### src/rtl/i2c_target_regfile_if.sv
// I2C pad-side signals of the target: raw SCL/SDA in, open-drain SDA pull-down out.
interface i2c_target_regfile_if;
    logic scl_in;
    logic sda_in;
    logic sda_oe;

    modport slave  (input  scl_in, input  sda_in, output sda_oe);
    modport master (output scl_in, output sda_in, input  sda_oe);
endinterface

### src/rtl/i2c_target_regfile.sv
// I2C target with a 2**ADDR_W byte register file; writes via [addr+W][ptr][data...].
// Optional read path ([addr+R]) is built only when I2C_TARGET_READ_EN is defined.
module i2c_target_regfile #(
    parameter logic [6:0] DEV_ADDR   = 7'h39,
    parameter int         ADDR_W     = 8,
    parameter int         FILTER_LEN = 4,
    parameter int         HOLD_CYC   = 8
) (
    input  logic              clk_ref,
    input  logic              reset_not,
    i2c_target_regfile_if.slave bus,
    output logic              wr_stb,
    output logic [ADDR_W-1:0] wr_addr,
    output logic [7:0]        wr_data,
    input  logic [ADDR_W-1:0] dbg_addr,
    output logic [7:0]        dbg_data,
    output logic              busy,
    output logic [3:0]        state_out
);
    localparam int DEPTH = 2 ** ADDR_W;
    localparam int FC_W  = $clog2(FILTER_LEN + 1);
    localparam int HC_W  = $clog2(HOLD_CYC + 1);

    typedef enum logic [3:0] {
        IDLE      = 4'd0,
        ADDR      = 4'd1,
        ADDR_ACK  = 4'd2,
        PTR       = 4'd3,
        PTR_ACK   = 4'd4,
        WDATA     = 4'd5,
        WDATA_ACK = 4'd6
`ifdef I2C_TARGET_READ_EN
        ,
        RDATA     = 4'd7,
        MACK      = 4'd8
`endif
    } state_t;

    // Index 1 = SCL, index 0 = SDA; filtered lines idle high.
    logic [1:0]           sync1_q, sync2_q, filt_q, filt_p_q;
    logic [1:0][FC_W-1:0] fcnt_q;

    always_ff @(posedge clk_ref or negedge reset_not) begin
        if (!reset_not) begin
            sync1_q  <= 2'b11;
            sync2_q  <= 2'b11;
            filt_q   <= 2'b11;
            filt_p_q <= 2'b11;
            fcnt_q   <= '0;
        end else begin
            sync1_q  <= {bus.scl_in, bus.sda_in};
            sync2_q  <= sync1_q;
            filt_p_q <= filt_q;
            for (int i = 0; i < 2; i++) begin
                if (sync2_q[i] == filt_q[i]) begin
                    fcnt_q[i] <= '0;
                end else if (fcnt_q[i] == FC_W'(FILTER_LEN - 1)) begin
                    filt_q[i] <= sync2_q[i];
                    fcnt_q[i] <= '0;
                end else begin
                    fcnt_q[i] <= fcnt_q[i] + 1'b1;
                end
            end
        end
    end

    logic scl_f, sda_f, scl_rise, scl_fall, start_det, stop_det;
    assign scl_f     = filt_q[1];
    assign sda_f     = filt_q[0];
    assign scl_rise  = scl_f & ~filt_p_q[1];
    assign scl_fall  = ~scl_f & filt_p_q[1];
    assign start_det = scl_f & filt_p_q[1] & ~sda_f & filt_p_q[0];
    assign stop_det  = scl_f & filt_p_q[1] & sda_f & ~filt_p_q[0];

    state_t            state_q, state_d;
    logic [2:0]        bit_cnt_q, bit_cnt_d;
    logic [7:0]        shreg_q, shreg_d;
    logic [ADDR_W-1:0] ptr_q, ptr_d, ptr_inc;
    logic              ack_q, ack_d, busy_q, busy_d, sda_oe_q, sda_oe_d;
    logic              oe_pend_q, oe_pend_d, oe_at_fall;
    logic [HC_W-1:0]   hold_q, hold_d;
    logic              wr_stb_q, wr_stb_d;
    logic [ADDR_W-1:0] wr_addr_q, wr_addr_d;
    logic [7:0]        wr_data_q, wr_data_d, byte_in;
    logic              reg_we;
    logic [7:0]        regs_q [DEPTH];
`ifdef I2C_TARGET_READ_EN
    logic              rw_q, rw_d;
`endif

    assign byte_in = {shreg_q[6:0], sda_f};
    assign ptr_inc = ptr_q + 1'b1;

    // Level SDA should take once the post-fall hold time has elapsed.
    always_comb begin
        oe_at_fall = 1'b0;
        case (state_q)
            ADDR_ACK:           oe_at_fall = ack_q;
            PTR_ACK, WDATA_ACK: oe_at_fall = 1'b1;
`ifdef I2C_TARGET_READ_EN
            RDATA:              oe_at_fall = ~shreg_q[7];
`endif
            default:            oe_at_fall = 1'b0;
        endcase
    end

    always_comb begin
        state_d   = state_q;
        bit_cnt_d = bit_cnt_q;
        shreg_d   = shreg_q;
        ptr_d     = ptr_q;
        ack_d     = ack_q;
        busy_d    = busy_q;
        sda_oe_d  = sda_oe_q;
        oe_pend_d = oe_pend_q;
        hold_d    = hold_q;
        wr_stb_d  = 1'b0;
        wr_addr_d = wr_addr_q;
        wr_data_d = wr_data_q;
        reg_we    = 1'b0;
`ifdef I2C_TARGET_READ_EN
        rw_d      = rw_q;
`endif
        if (start_det) begin
            state_d   = ADDR;
            bit_cnt_d = '0;
            busy_d    = 1'b1;
            sda_oe_d  = 1'b0;
            hold_d    = '0;
        end else if (stop_det) begin
            state_d   = IDLE;
            bit_cnt_d = '0;
            busy_d    = 1'b0;
            sda_oe_d  = 1'b0;
            hold_d    = '0;
        end else begin
            if (scl_fall) begin
                hold_d    = HC_W'(HOLD_CYC);
                oe_pend_d = oe_at_fall;
            end else if (hold_q != '0) begin
                hold_d = hold_q - 1'b1;
                if (hold_q == HC_W'(1)) sda_oe_d = oe_pend_q;
            end
            if (scl_rise) begin
                case (state_q)
                    ADDR, PTR, WDATA: begin
                        shreg_d   = byte_in;
                        bit_cnt_d = bit_cnt_q + 1'b1;
                        if (bit_cnt_q == 3'd7) begin
                            case (state_q)
                                ADDR: begin
                                    state_d = ADDR_ACK;
`ifdef I2C_TARGET_READ_EN
                                    ack_d = (byte_in[7:1] == DEV_ADDR);
                                    rw_d  = byte_in[0];
`else
                                    ack_d = (byte_in == {DEV_ADDR, 1'b0});
`endif
                                end
                                PTR: begin
                                    state_d = PTR_ACK;
                                    ptr_d   = byte_in[ADDR_W-1:0];
                                end
                                default: begin
                                    state_d   = WDATA_ACK;
                                    reg_we    = 1'b1;
                                    wr_stb_d  = 1'b1;
                                    wr_addr_d = ptr_q;
                                    wr_data_d = byte_in;
                                    ptr_d     = ptr_inc;
                                end
                            endcase
                        end
                    end
                    ADDR_ACK: begin
                        bit_cnt_d = '0;
                        if (!ack_q) begin
                            state_d = IDLE;
`ifdef I2C_TARGET_READ_EN
                        end else if (rw_q) begin
                            state_d = RDATA;
                            shreg_d = regs_q[ptr_q];
`endif
                        end else begin
                            state_d = PTR;
                        end
                    end
                    PTR_ACK, WDATA_ACK: begin
                        state_d   = WDATA;
                        bit_cnt_d = '0;
                    end
`ifdef I2C_TARGET_READ_EN
                    RDATA: begin
                        shreg_d   = {shreg_q[6:0], 1'b0};
                        bit_cnt_d = bit_cnt_q + 1'b1;
                        if (bit_cnt_q == 3'd7) state_d = MACK;
                    end
                    MACK: begin
                        bit_cnt_d = '0;
                        if (!sda_f) begin
                            state_d = RDATA;
                            ptr_d   = ptr_inc;
                            shreg_d = regs_q[ptr_inc];
                        end else begin
                            state_d = IDLE;
                        end
                    end
`endif
                    default: ;
                endcase
            end
        end
    end

    always_ff @(posedge clk_ref or negedge reset_not) begin
        if (!reset_not) begin
            state_q   <= IDLE;
            bit_cnt_q <= '0;
            shreg_q   <= '0;
            ptr_q     <= '0;
            ack_q     <= 1'b0;
            busy_q    <= 1'b0;
            sda_oe_q  <= 1'b0;
            oe_pend_q <= 1'b0;
            hold_q    <= '0;
            wr_stb_q  <= 1'b0;
            wr_addr_q <= '0;
            wr_data_q <= '0;
`ifdef I2C_TARGET_READ_EN
            rw_q      <= 1'b0;
`endif
        end else begin
            state_q   <= state_d;
            bit_cnt_q <= bit_cnt_d;
            shreg_q   <= shreg_d;
            ptr_q     <= ptr_d;
            ack_q     <= ack_d;
            busy_q    <= busy_d;
            sda_oe_q  <= sda_oe_d;
            oe_pend_q <= oe_pend_d;
            hold_q    <= hold_d;
            wr_stb_q  <= wr_stb_d;
            wr_addr_q <= wr_addr_d;
            wr_data_q <= wr_data_d;
`ifdef I2C_TARGET_READ_EN
            rw_q      <= rw_d;
`endif
        end
    end

    always_ff @(posedge clk_ref or negedge reset_not) begin
        if (!reset_not) begin
            for (int i = 0; i < DEPTH; i++) regs_q[i] <= 8'h00;
        end else if (reg_we) begin
            regs_q[ptr_q] <= byte_in;
        end
    end

    assign bus.sda_oe = sda_oe_q;
    assign wr_stb     = wr_stb_q;
    assign wr_addr    = wr_addr_q;
    assign wr_data    = wr_data_q;
    assign dbg_data   = regs_q[dbg_addr];
    assign busy       = busy_q;
    assign state_out  = state_q;
endmodule

### src/flat_wrapper.sv
// flat-port wrapper written by rule: the top's interface ports become plain ports
module i2c_target_regfile_flat 
#(
    parameter logic [6:0] DEV_ADDR   = 7'h39,
    parameter int         ADDR_W     = 8,
    parameter int         FILTER_LEN = 4,
    parameter int         HOLD_CYC   = 8
)
  (clk_ref, reset_not, wr_stb, wr_addr, wr_data, dbg_addr, dbg_data, busy, state_out, bus_scl_in, bus_sda_in, bus_sda_oe);
  i2c_target_regfile_if bus_i ();
  input  logic clk_ref;
  input  logic reset_not;
  output logic wr_stb;
  output logic [ADDR_W-1:0] wr_addr;
  output logic [7:0] wr_data;
  input  logic [ADDR_W-1:0] dbg_addr;
  output logic [7:0] dbg_data;
  output logic busy;
  output logic [3:0] state_out;
  input wire logic [$bits(bus_i.scl_in)-1:0] bus_scl_in;
  input wire logic [$bits(bus_i.sda_in)-1:0] bus_sda_in;
  output wire logic [$bits(bus_i.sda_oe)-1:0] bus_sda_oe;
  assign bus_i.scl_in = bus_scl_in;
  assign bus_i.sda_in = bus_sda_in;
  assign bus_sda_oe = bus_i.sda_oe;
  i2c_target_regfile #(.DEV_ADDR(DEV_ADDR), .ADDR_W(ADDR_W), .FILTER_LEN(FILTER_LEN), .HOLD_CYC(HOLD_CYC)) u_core (.clk_ref(clk_ref), .reset_not(reset_not), .bus(bus_i), .wr_stb(wr_stb), .wr_addr(wr_addr), .wr_data(wr_data), .dbg_addr(dbg_addr), .dbg_data(dbg_data), .busy(busy), .state_out(state_out));
endmodule
### config.mk
export PLATFORM = sky130hd
export DESIGN_NAME = i2c_target_regfile_flat
export DESIGN_NICKNAME = d
export VERILOG_FILES = /design/src/rtl/i2c_target_regfile_if.sv /design/src/rtl/i2c_target_regfile.sv /design/src/flat_wrapper.sv
export SDC_FILE = /design/constraint.sdc
export NUM_CORES = 2
export LEC_CHECK = 0
export CAP_MARGIN = 20
export CORE_MARGIN = 3
export CORE_UTILIZATION = 50
export CTS_CLUSTER_SIZE = 16
export DETAILED_ROUTE_END_ITERATION = 10
export DONT_BUFFER_PORTS = 1
export PLACE_DENSITY = 0.76
export SLEW_MARGIN = 30
export SYNTH_ARGS = -nofsm -noshare
export SYNTH_HDL_FRONTEND = slang
export SYNTH_SLANG_ARGS = --single-unit
### constraint.sdc
create_clock -name clk_ref -period 2.8 [get_ports clk_ref]
set_input_delay 0.28 -clock clk_ref [delete_from_list [all_inputs] [get_ports clk_ref]]
set_output_delay 0.28 -clock clk_ref [all_outputs]
set_load 0.01 [all_outputs]
**Yosys cells after proc, flatten, opt, wreduce, memory -nomap -nowiden**

Index checks and enable logic that the tools add are counted.

- Add/subtract/negate cells: 5
- $lt $le $gt $ge: 3
- Equality and inequality tests: 15
- Mux-type cells: 40
- Bitwise logic cells: 19
- Reduce and logical (&&, ||, !) cells: 23

Operators by type and width:

| kind | number |
|---|---|
| 2048-bit bitwise mux | 1 |
| 8-bit binary-select mux with 8-bit select | 1 |
| 8-bit demux with 8-bit select | 1 |
| 4-bit two-way mux | 8 |
| 8-bit two-way mux | 3 |
| 3-bit two-way mux | 7 |
| 9-bit >= comparator (second input constant) | 2 |
| 8-bit NOT with 9-bit output | 2 |
| 6-bit AND reduction | 3 |
| 8-bit one-hot mux with 2 select lines | 1 |
| 1-bit two-way mux | 13 |
| 4-bit by 3-bit == test with 1-bit output (second input constant) | 3 |
| 3-bit one-hot mux with 2 select lines | 2 |
| 4-bit one-hot mux with 3 select lines | 1 |
| 4-bit nonzero test | 3 |
| 1-bit NOT | 10 |
| 3-bit by 1-bit adder with 3-bit output (second input constant) | 3 |
| 9-bit by 1-bit less-than comparator with 1-bit output (second input constant) | 1 |
| 3-bit AND reduction | 3 |
| 3-bit nonzero test | 3 |
| 8-bit by 1-bit adder with 8-bit output (second input constant) | 1 |
| 4-bit by 1-bit == test with 1-bit output (second input constant) | 2 |
| 4-bit by 2-bit == test with 1-bit output (second input constant) | 2 |
| 8-bit by 7-bit == test with 1-bit output (second input constant) | 1 |
| 16 further kinds | 28 |

- Flip-flop bits (word level): 2109
- Output and inout bits: 31
- Word-level logic and storage cells: 380

**Logic depth before layout (Yosys ltp)**

- Word-level depth: 8
- Depth in mapped cells: 12
- Gate-level depth less buffers: 8

**Least setup slack after synthesis**

OpenSTA, ideal clock, no wires.

- Kind: reg-to-reg
- Start: reg u_core.filt_q[1]
- End: reg u_core.regs_q[408] (netlist bit)
- Arrival: 2.460 ns
- Data required time: 2.675 ns
- Path slack: 0.215 ns
- Stages on the path, launching flop included: 11
- Buffers on the path: 4
- Period minus slack after synthesis: 2.585 ns
- Cell sequence: dfstp_2 > buf_2 > nand4b_1 > a311o_1 > buf_6 > nor2_8 > buf_12 > nand3_4 > buf_6 > nor2_8 > mux2_2

- Word-level cells in the longest chain between the ends: 5
- Elaborated cells between the ends (all ways): 9

RTL lines:

| element | line | RTL |
|---|---|---|
| start: declaration | i2c_target_regfile.sv:40 | `logic [1:0] sync1_q, sync2_q, filt_q, filt_p_q;` |
| start signal: indexed assignment | i2c_target_regfile.sv:58 | `filt_q[i] <= sync2_q[i];` |
| 1-bit AND | i2c_target_regfile.sv:72, i2c_target_regfile.sv:73 |  |
| 1-bit AND (2 in a row) | i2c_target_regfile.sv:73 | `assign stop_det = scl_f & filt_p_q[1] & sda_f & ~filt_p_q[0];` |
| 1-bit two-way mux | i2c_target_regfile.sv:130 | `end else if (stop_det) begin` |
| 1-bit two-way mux * | i2c_target_regfile.sv:124 | `if (start_det) begin` |
| end signal: indexed assignment | i2c_target_regfile.sv:255 | `regs_q[ptr_q] <= byte_in;` |
| end: declaration | i2c_target_regfile.sv:86 | `logic [7:0] regs_q [DEPTH];` |

Mark *: on every way between the ends. The rest lies on a longest branch, timed or not.
A chain may end at the register's enable or synchronous reset.

**Worst setup path in the final report**

- Start: in dbg_addr[0]
- End: out dbg_data[1]

- Word-level cells in the longest chain between the ends: 4

RTL lines:

| element | line | RTL |
|---|---|---|
| start: declaration | flat_wrapper.sv:16 | `input logic [ADDR_W-1:0] dbg_addr;` |
| 8-bit NOT with 9-bit output (implied by the code) | i2c_target_regfile.sv:263 | `assign dbg_data = regs_q[dbg_addr];` |
| 8-bit binary-select mux with 8-bit select | i2c_target_regfile.sv:263 |  |
| 8-bit two-way mux (implied by the code) (2 in a row) | i2c_target_regfile.sv:263 |  |
| end: declaration | flat_wrapper.sv:17 | `output logic [7:0] dbg_data;` |

Every way passes these cells. The select of a mux whose other input is x is not followed.

==> key figures <==
Pwr
  • Pwr dens: 561 mW/mm2
  • Max VDD drop: 0.000672 V
  • Leakage: 57.3 nW

Routing
  • WL per Instance: 28.9 um
  • M1 WL: between 100000 and 150000 um
  • Top Layer Used: met5
  • Drt pass-1 iters: 6
  • Via count: around 60000
  • Met2 WL post-DR: 131000 um
  • DR iter-0 viols: ~5800
  • # DRC: 0
  • Final WL: 276000 um
  • Antenna viol nets, final: 0
  • Via/cell ratio: 6.31
  • Routed met3 length: 18700 um

Timing
  • Unrepaired setup endpoints after global routing: yes
  • Hold Slack: -0.861 ns
  • Max_slew headroom: 18.6%
  • Max Slew Vio Count: 0
  • Worst Setup Slack, final: -0.712 ns
  • Measured slew at the worst slew-check pin: 1.22 ns
  • Final Hold Vio Count: 374
  • Crit path time final: 3.51 ns
  • Period utilization: 125%
  • Fmax: about 0.28 GHz
  • Worst Skew: 0.0286 ns
  • Final setup fails: ~320
  • Setup TNS: -14.45 ns

Floorplanning
  • Die H: 450 um
  • # IOs: between 40 and 50
  • Total die area: about 0.2 mm2
  • Row cnt: 162
  • Die width: 450 um
  • Starting Density: 50.4%
  • Core area: 0.195 mm2

Global routing
  • Vias in the first global route: 62000
  • Gr ovfl total: 0
  • Aggregate global-route resource usage: 25.5%
  • Largest net degree at the start of global routing: roughly 600
  • Antenna violations before repair: 4
  • First-pass GRT wire length: about 400000 um

Synth
  • Syn avg cell area: 15.4 um2
  • Netlist cell types: 72
  • Mapped Area: ~0.1 mm2
  • Post-synth EDFFs: 0
  • Main synth FF type: dfrtp_1
  • Async S/R FF share, synth: 100%
  • Post-Syn Nets: around 6400
  • YS warnings: 0
  • Register bit count reported by yosys: ~2100
  • Seq/Total Area, Yosys: 53.5%
  • Syn Inst Count: 6411

Clock tree
  • Clock Path Buffers: 3
  • Clock Sinks: between 2000 and 2500
  • CTS tree: yes
  • Worst-path clk slew: 0.06 ns
  • Htree depth: 4
  • Root Buffer Master: clkbuf_16
  • Insertion delay to the later sink of the worst-skew pair: 0.86 ns
  • Total CTS buffers: 213

Final layout
  • Most common cell after layout, fill and taps aside: dfrtp_1
  • Antenna cells: 0
  • Layout Utilization: 61.0%
  • Final #Nets: 6761
  • Commonest non-fill, non-tap cells in the layout: dfrtp_1, mux2_2, mux2_4
  • Layout area overhead: 20.9%
  • Post-route cell area: 0.119 mm2
  • Layout cells sized above 1: between 50% and 60%

Critical path
  • CP required: between 2 and 3 ns
  • WS Path Type: in2out
  • Arrival time worst endpoint: 3.23 ns
  • CP endpoint kind: output port
  • Startpoint Class: input pin
  • Critical-path maximum fanout: 70

Status
  • Status: finished with violations
  • Failing checks: negative hold slack, negative setup slack

Flow run
  • Number of max-cap violations: 0

Place
  • Gpl congestion: 0.850
  • IO buf count: 0
  • Cell Area, Placed: 0.106 mm2
  • Post-DP HPWL: 158000 um
  • Place WS: -1.01 ns

Hold path
  • Type of the worst min-delay path: in2async
-- cell families after synthesis --
logic type	synth area share (%)
muxes	35.2
xor gates and xnor gates	0.0533
buffers and inverters	2.46
and+or+nand+nor	4.96
DFF	53.5
other	0.00381
adders and majority gates	0.127
AOI/OAI and AO/OA	3.60
-- path summary, 6_finish.rpt --
path / from / end / slack [ns] / depth (start not counted)
max: dbg_addr[0] / dbg_data[1] / -0.71 / 11
min: reset_not / u_core.regs_q[1533] / -0.86 / 0
max reg2reg: u_core.bit_cnt_q[0] / u_core.regs_q[1044] / -0.11 / 12
min reg2reg: u_core.sync1_q[0] / u_core.sync2_q[0] / 0.35 / 0
max in group asynchronous: reset_not / u_core.regs_q[787] / 0.16 / 9
min in group clk_ref: u_core.sync1_q[0] / u_core.sync2_q[0] / 0.35 / 0
-- registers in the layout, indices dropped and copies added (netlist names) --
register and count:
u_core.regs_q 2048, u_core.ptr_q 8, u_core.wr_addr 8, u_core.wr_data 8, u_core.shreg_q 7, u_core.fcnt_q 6
u_core.hold_q 4, u_core.bit_cnt_q 3, u_core.state_out 3, u_core.filt_p_q 2, u_core.filt_q 2, u_core.sync1_q 2
u_core.sync2_q 2, u_core.ack_q 1, u_core.bus.sda_oe 1, u_core.busy 1, u_core.oe_pend_q 1, u_core.wr_stb 1
-- area by class of cell --
cell class              count  area, um2
clock buffers             318       6320
clock inverters            71        865
fillers                 13700      76300
inverters                  12       46.3
multi-input cells        3801      48000
flip-flops and latches   2108      52800
well taps                2624       3280
repair buffers            603       7830
-- report_power, final --
| group | internal [mW] | switching (mW) |
|---|---|---|
| registers | 30.7 | 0.763 |
| clock network | 16.8 | 12.3 |
| logic | 1.82 | 4.45 |
| total | 49.3 | 17.6 |
-- routing by layer --
layer	vias up	global-route usage (%)
met4	6	9.63
met1	32700	34.3
met3	602	4.88
li1	24600	-
met5	-	0
met2	2217	41.1
-- critical path, cell delays in order --
cell      delay [ns]
buf_16          0.24
buf_16          0.31
nand3b_1        0.23
buf_4           0.20
o22ai_1         0.30
a211oi_1        0.12
a31oi_1         0.38
nor4_2          0.10
buf_4           0.19
nor4_4          0.54
buf_4           0.23
-- cells in the mapped netlist, drive strengths merged (11+ instances only) --
cell type	number	area (um2)
a22o	14	123
nor2b	18	113
o31ai	14	105
nor4	14	87.6
inv	12	45.1
o22ai	42	263
buf	164	1160
nand2	64	258
mux2	2092	23700
a211oi	36	270
and2	17	106
a31oi	17	106
o211ai	11	82.6
nand3	49	408
a221oi	15	131
o221ai	67	587
nor3b	15	113
mux2i	229	2290
dfrtp	2100	52600
clkbuf	326	1220
nand2b	12	75.1
a21oi	109	546
mux4	389	8760
a22oi	98	736
nor3	44	220
nor2	300	3280
o21ai	48	240
-- through the flow --
stage	power, mW	std cells
after floorplan	34.7	6411
after detailed placement	37.3	9081
after global routing	68.8	9537
after global placement	37.0	9073
final	66.8	9537
after CTS	66.3	9494
-- repair_timing --
| action | CTS | global route |
|---|---|---|
| hold buffers | 14 | 5 |
| cloned | 6 | 18 |
| buffers inserted | 11 | 18 |
| gates resized for setup | 286 | 940 |
| pin swaps | 102 | 157 |
| setup endpoints to repair | 336 | 1920 |
| hold endpoints to repair | 751 | 381 |
No activity file was read; power rests on OpenSTA's default activity.
